===== src/rtl/gate_sweep_pkg.sv =====
`default_nettype none
// ============================================================================
// Module      : gate_sweep_pkg
// Description : Shared types and truth-table constants for the gate sweep.
// Revision    : 1.0 - initial release
// ============================================================================
package gate_sweep_pkg;

  typedef enum logic [1:0] {
    IDLE   = 2'd0,
    SETTLE = 2'd1,
    SAMPLE = 2'd2,
    DONE   = 2'd3
  } state_t;

  localparam int NUM_VEC = 4;

  // Bit idx holds the expected F for AB = {idx[0], idx[1]}
  localparam logic [3:0] TT_AND  = 4'b1000;
  localparam logic [3:0] TT_OR   = 4'b1110;
  localparam logic [3:0] TT_XOR  = 4'b0110;
  localparam logic [3:0] TT_NAND = 4'b0111;

endpackage
`default_nettype wire


===== src/rtl/gate_sweep_ctrl_hold_timer.sv =====
`default_nettype none
// ============================================================================
// Module      : hold_timer
// Description : Loadable down-counter with a zero flag; stops at zero.
// Revision    : 1.0 - initial release
// ============================================================================
module hold_timer #(
  parameter int W = 3
) (
  input  logic         clk_i,
  input  logic         rst_i,
  input  logic         i_load,
  input  logic [W-1:0] i_load_val,
  input  logic         i_dec,
  output logic         o_zero
);

  logic [W-1:0] r_cnt;

  always_ff @(posedge clk_i or posedge rst_i) begin
    if (rst_i) begin
      r_cnt <= '0;
    end else if (i_load) begin
      r_cnt <= i_load_val;
    end else if (i_dec && (r_cnt != '0)) begin
      r_cnt <= r_cnt - 1'b1;
    end
  end

  assign o_zero = (r_cnt == '0);

endmodule
`default_nettype wire


===== src/rtl/gate_sweep_ctrl.sv =====
`default_nettype none
// ============================================================================
// Module      : gate_sweep_ctrl
// Description : Drives all four AB vectors into a 2-input gate, samples F
//               after a settle time and reports mismatches against a table.
// Revision    : 1.0 - initial release
// ============================================================================
module gate_sweep_ctrl
  import gate_sweep_pkg::*;
#(
  parameter int         HOLD_CYCLES = 5,
  parameter logic [3:0] EXP_TABLE   = 4'b1000,
  parameter int         CNT_W       = 3
) (
  input  logic             clk_i,
  input  logic             rst_i,
  input  logic             start_i,
  input  logic             abort_i,
  input  logic             F_i,
  output logic             A_o,
  output logic             B_o,
  output logic             busy_o,
  output logic             done_o,
  output logic             pass_o,
  output logic [CNT_W-1:0] err_cnt_o,
  output logic [3:0]       err_mask_o,
  output logic [1:0]       vec_idx_o
);

  localparam int            TW     = $clog2(HOLD_CYCLES) + 1;
  localparam logic [TW-1:0] c_LOAD = TW'(HOLD_CYCLES - 1);
  localparam logic [1:0]    c_LAST = 2'(NUM_VEC - 1);

  state_t           r_state, w_state_nxt;
  logic [1:0]       r_idx, w_idx_nxt;
  logic             r_busy, w_busy_nxt;
  logic             r_done, w_done_nxt;
  logic             r_pass, w_pass_nxt;
  logic [CNT_W-1:0] r_err_cnt, w_cnt_nxt, w_cnt_upd;
  logic [3:0]       r_err_mask, w_mask_nxt, w_mask_upd;
  logic             w_load, w_dec, w_zero, w_miss;

  hold_timer #(.W(TW)) u_hold_timer (
    .clk_i      (clk_i),
    .rst_i      (rst_i),
    .i_load     (w_load),
    .i_load_val (c_LOAD),
    .i_dec      (w_dec),
    .o_zero     (w_zero)
  );

  assign w_miss     = (F_i != EXP_TABLE[r_idx]);
  assign w_mask_upd = r_err_mask | (4'(w_miss) << r_idx);
  assign w_cnt_upd  = r_err_cnt + CNT_W'(w_miss);

  always_comb begin
    w_state_nxt = r_state;
    w_idx_nxt   = r_idx;
    w_busy_nxt  = r_busy;
    w_done_nxt  = 1'b0;
    w_pass_nxt  = r_pass;
    w_cnt_nxt   = r_err_cnt;
    w_mask_nxt  = r_err_mask;
    w_load      = 1'b0;
    w_dec       = 1'b0;
    case (r_state)
      IDLE: begin
        if (start_i && !abort_i) begin
          w_state_nxt = SETTLE;
          w_idx_nxt   = 2'd0;
          w_busy_nxt  = 1'b1;
          w_pass_nxt  = 1'b0;
          w_cnt_nxt   = '0;
          w_mask_nxt  = '0;
          w_load      = 1'b1;
        end
      end
      SETTLE: begin
        if (abort_i) begin
          w_state_nxt = IDLE;
          w_idx_nxt   = 2'd0;
          w_busy_nxt  = 1'b0;
          w_pass_nxt  = 1'b0;
        end else if (w_zero) begin
          w_state_nxt = SAMPLE;
        end else begin
          w_dec = 1'b1;
        end
      end
      SAMPLE: begin
        // An abort here discards the sample taken in this cycle
        if (abort_i) begin
          w_state_nxt = IDLE;
          w_idx_nxt   = 2'd0;
          w_busy_nxt  = 1'b0;
          w_pass_nxt  = 1'b0;
        end else begin
          w_cnt_nxt  = w_cnt_upd;
          w_mask_nxt = w_mask_upd;
          if (r_idx == c_LAST) begin
            w_state_nxt = DONE;
            w_idx_nxt   = 2'd0;
            w_busy_nxt  = 1'b0;
            w_done_nxt  = 1'b1;
            w_pass_nxt  = (w_mask_upd == 4'd0);
          end else begin
            w_state_nxt = SETTLE;
            w_idx_nxt   = r_idx + 2'd1;
            w_load      = 1'b1;
          end
        end
      end
      DONE: begin
        w_state_nxt = IDLE;
      end
      default: begin
        w_state_nxt = IDLE;
      end
    endcase
  end

  always_ff @(posedge clk_i or posedge rst_i) begin
    if (rst_i) begin
      r_state    <= IDLE;
      r_idx      <= 2'd0;
      r_busy     <= 1'b0;
      r_done     <= 1'b0;
      r_pass     <= 1'b0;
      r_err_cnt  <= '0;
      r_err_mask <= 4'd0;
    end else begin
      r_state    <= w_state_nxt;
      r_idx      <= w_idx_nxt;
      r_busy     <= w_busy_nxt;
      r_done     <= w_done_nxt;
      r_pass     <= w_pass_nxt;
      r_err_cnt  <= w_cnt_nxt;
      r_err_mask <= w_mask_nxt;
    end
  end

  assign A_o        = r_idx[0];
  assign B_o        = r_idx[1];
  assign vec_idx_o  = r_idx;
  assign busy_o     = r_busy;
  assign done_o     = r_done;
  assign pass_o     = r_pass;
  assign err_cnt_o  = r_err_cnt;
  assign err_mask_o = r_err_mask;

endmodule
`default_nettype wire


===== config.mk =====
export PLATFORM = sky130hd
export DESIGN_NAME = gate_sweep_ctrl
export DESIGN_NICKNAME = d
export VERILOG_FILES = /design/src/rtl/gate_sweep_pkg.sv /design/src/rtl/gate_sweep_ctrl_hold_timer.sv /design/src/rtl/gate_sweep_ctrl.sv
export SDC_FILE = /design/constraint.sdc
export NUM_CORES = 1
export LEC_CHECK = 0
export CORE_ASPECT_RATIO = 2
export CORE_MARGIN = 2
export CORE_UTILIZATION = 25
export CTS_BUF_LIST = sky130_fd_sc_hd__clkbuf_8 sky130_fd_sc_hd__clkbuf_16
export CTS_CLUSTER_SIZE = 16
export DETAILED_ROUTE_END_ITERATION = 10
export GPL_TIMING_DRIVEN = 0
export SYNTH_ARGS = -nofsm -noshare
export SYNTH_HDL_FRONTEND = slang
export SYNTH_SLANG_ARGS = --single-unit

===== constraint.sdc =====
create_clock -name clk_i -period 4.3 [get_ports clk_i]
set_input_delay 1.075 -clock clk_i [delete_from_list [all_inputs] [get_ports clk_i]]
set_output_delay 1.075 -clock clk_i [all_outputs]
set_load 0.02 [all_outputs]

==> results.json <==
{
  "grt_pass1_wl_mm": 3.88,
  "synth_edf_count": 0,
  "cts_buffers": 3,
  "internal-power_mw": 0.431,
  "slew_viol_final": 0,
  "drtPass1Iterations": 4,
  "gp_congestion": 0.706,
  "cp.required_ns": 3.22,
  "outcome": "completed",
  "holdBufCountCts": 0,
  "syn-num-nets": 117,
  "design.core.area_um2": 4250,
  "clkPwrFrac": 0.209,
  "rr_worst_depth": 7,
  "die-area_um2": 4940,
  "endpoint": "vec_idx_o[1]",
  "insertion_delay_ns": 0.26,
  "antenna_found_initial": 0,
  "cp-startpoint": "vec_idx_o[1]",
  "syn_area_um2": 1090,
  "ir_worst_vdd_mv": 0.324,
  "synth.distinct_cells": 37,
  "power_density_nw_per_um2": 496,
  "fmax_mhz": 394,
  "r2r-start": "vec_idx_o[1]",
  "wirelength_mm": 2.20,
  "path_max_fanout": 6,
  "cts_buffer_depth": 2,
  "period_share": 0.590,
  "initial_core_util": 0.256,
  "ctsResizeCount": 0,
  "syn2layout_area_growth_pct": 26.9,
  "period_minus_slack_ns": 2.54,
  "end_kind": "output pin",
  "cts_tree": "built",
  "r2r_slack_ns": 2.38,
  "p_switching_mw": 0.255,
  "cts_root_buf": "clkbuf_8",
  "drtIter0Drc": 22,
  "yosys-top-cells-area": "dfrtp_1 (41%), ha_1 (10%), inv_1 (4.5%)",
  "yosysTopAreaCell": "dfrtp_1",
  "syn_area_per_cell_um2": 10.6,
  "nNetsFinal": 139,
  "grt_max_degree": 19,
  "ios": 19,
  "ys.flop_type": "dfrtp_1",
  "chipWidth_um": 50.7,
  "grt_pass1_vias": 853,
  "clkSinkCount": 18,
  "drc": 0,
  "rows": 34,
  "dp_hpwl_mm": 1.64,
  "antenna_left": 0,
  "r2r-end": "err_cnt_o[2]",
  "num_vias": 830,
  "critPathArrivalTime_ns": 1.46,
  "drive_above_1_share": 0.113,
  "setup_viol": 0,
  "slew_headroom": 0.541,
  "netlist.area_leader.share": 0.413,
  "pwr-share-seq": 0.347,
  "fin_skew_ns": 0.00663,
  "start_kind": "flop",
  "max_slew.worst_pin.slew_ns": 0.687,
  "hold_violations": 0,
  "htreeDepth": 1,
  "async_flop_share": 1.00,
  "grt-ovfl-total": 0,
  "track_usage": 0.101,
  "combPwrFrac": 0.444,
  "dpl-instance-area_um2": 1330,
  "hold_ws_ns": 0.528,
  "worst-setup-path-type": "flop to output pin",
  "p_leak_nw": 0.611,
  "syn-instance-count": 103,
  "port_buffers": 17,
  "antenna_cells": 0,
  "max_cap_viol_count": 0,
  "hp-class": "flop to flop",
  "rsz0062_at_grt": "no",
  "wl_per_cell_um": 12.4,
  "post_cts_buffers": 0,
  "ys_seq_elements": 18,
  "switching_share": 0.372,
  "totalNegativeSetupSlack_ns": 0,
  "final_area_um2": 1380,
  "ys_warn_count": 0,
  "avgViaCountPerCell": 4.66,
  "die_h_um": 97.4,
  "ys_seq_area_frac": 0.413,
  "clk_pin_slew_ns": 0.08
}
==> layout by cell type, fill, tap and decap left out, drive strengths merged, types with 2 or more instances in the layout <==
| cell type | count |
|---|---|
| a21oi | 5 |
| a32o | 2 |
| a41oi | 2 |
| buf | 4 |
| clkbuf | 4 |
| clkdlybuf4s50 | 17 |
| dfrtp | 18 |
| ha | 9 |
| inv | 13 |
| mux2i | 4 |
| nand2 | 4 |
| nand2b | 4 |
| nand3 | 2 |
| nor2 | 4 |
| nor2b | 5 |
| nor3 | 2 |
| nor3b | 2 |
| o21ai | 3 |
| o2bb2ai | 2 |
| o32ai | 2 |
| or3 | 2 |
==> cell usage after synthesis, types with 2 or more instances <==
cell       count
nand2b_4       2
o21ai_0        3
a32o_1         2
mux2i_1        4
nand2_1        4
buf_4          2
nor3b_1        2
or3_1          2
o2bb2ai_1      2
o32ai_1        2
nor3_1         2
a41oi_1        2
a21oi_1        5
nor2b_1        4
ha_1           9
dfrtp_1       18
nand2b_1       2
nor2_1         4
inv_1         13
nand3_1        2
==> sequential cells by signal, summed over array words and instances, names as in the netlist <==
signal,cells
busy_o,1
done_o,1
err_cnt_o,3
err_mask_o,4
pass_o,1
r_state,2
u_hold_timer.r_cnt,4
vec_idx_o,2
==> per-layer routing <==
layer / part of all wire / track usage / vias up
met5: 0 / 0 / -
met4: 0.025 / 0.0499 / 0
met3: 0.040 / 0.0138 / 5
met2: 0.48 / 0.165 / 30
met1: 0.45 / 0.126 / 387
li1: - / - / 408
==> area by class of cell <==
cell class | count | area [µm²]
repair buffers | 17 | 170
inverters | 13 | 48.8
clock buffers | 4 | 55.1
well taps | 54 | 67.6
multi-input cells | 68 | 559
flip-flops and latches | 18 | 450
fillers | 454 | 2870
plain buffers | 4 | 31.3
==> metrics by stage <==
step	worst slack, ns	util	total power [mW]	instances
final	1.76	0.325	0.686	178
after detailed placement	1.61	0.312	0.547	174
after floorplan	2.24	-	0.464	103
after global placement	1.64	0.312	0.541	174
after global routing	1.70	0.325	0.735	178
after CTS	1.76	0.325	0.692	178
==> worst min path at each step <==
stage                     startpoint                     to  slack, ns  cells after the start
2_1_floorplan  u_hold_timer.r_cnt[2]  u_hold_timer.r_cnt[2]       0.51                      1
3_3_place_gp                  pass_o                 pass_o       0.51                      2
3_5_place_dp                  busy_o                 busy_o       0.51                      2
4_1_cts                       busy_o                 busy_o       0.53                      2
5_1_grt                       busy_o                 busy_o       0.57                      2
6_report                      pass_o                 pass_o       0.53                      2
==> power by group through the flow <==
stage	logic (mW)	registers, mW	clock network [mW]
after global routing	0.342	0.244	0.149
after global placement	0.301	0.240	0
after detailed placement	0.306	0.241	0
after CTS	0.308	0.238	0.146
after floorplan	0.213	0.251	0
final	0.305	0.238	0.143
==> critical path, cell delays in order (launching register included) <==
cell             delay (ns)
dfrtp_1                0.47
buf_4                  0.15
clkdlybuf4s50_1        0.59
==> cell families after synthesis <==
kind of cell / after synthesis / share of synthesized area
compound gates: 22 / 0.172
xor+xnor: 1 / 0.00804
fa+ha+maj: 9 / 0.103
buf+inv: 17 / 0.0735
flops: 18 / 0.413
mux: 5 / 0.0471
simple gates: 31 / 0.183
No activity file was read; power rests on OpenSTA's default activity.
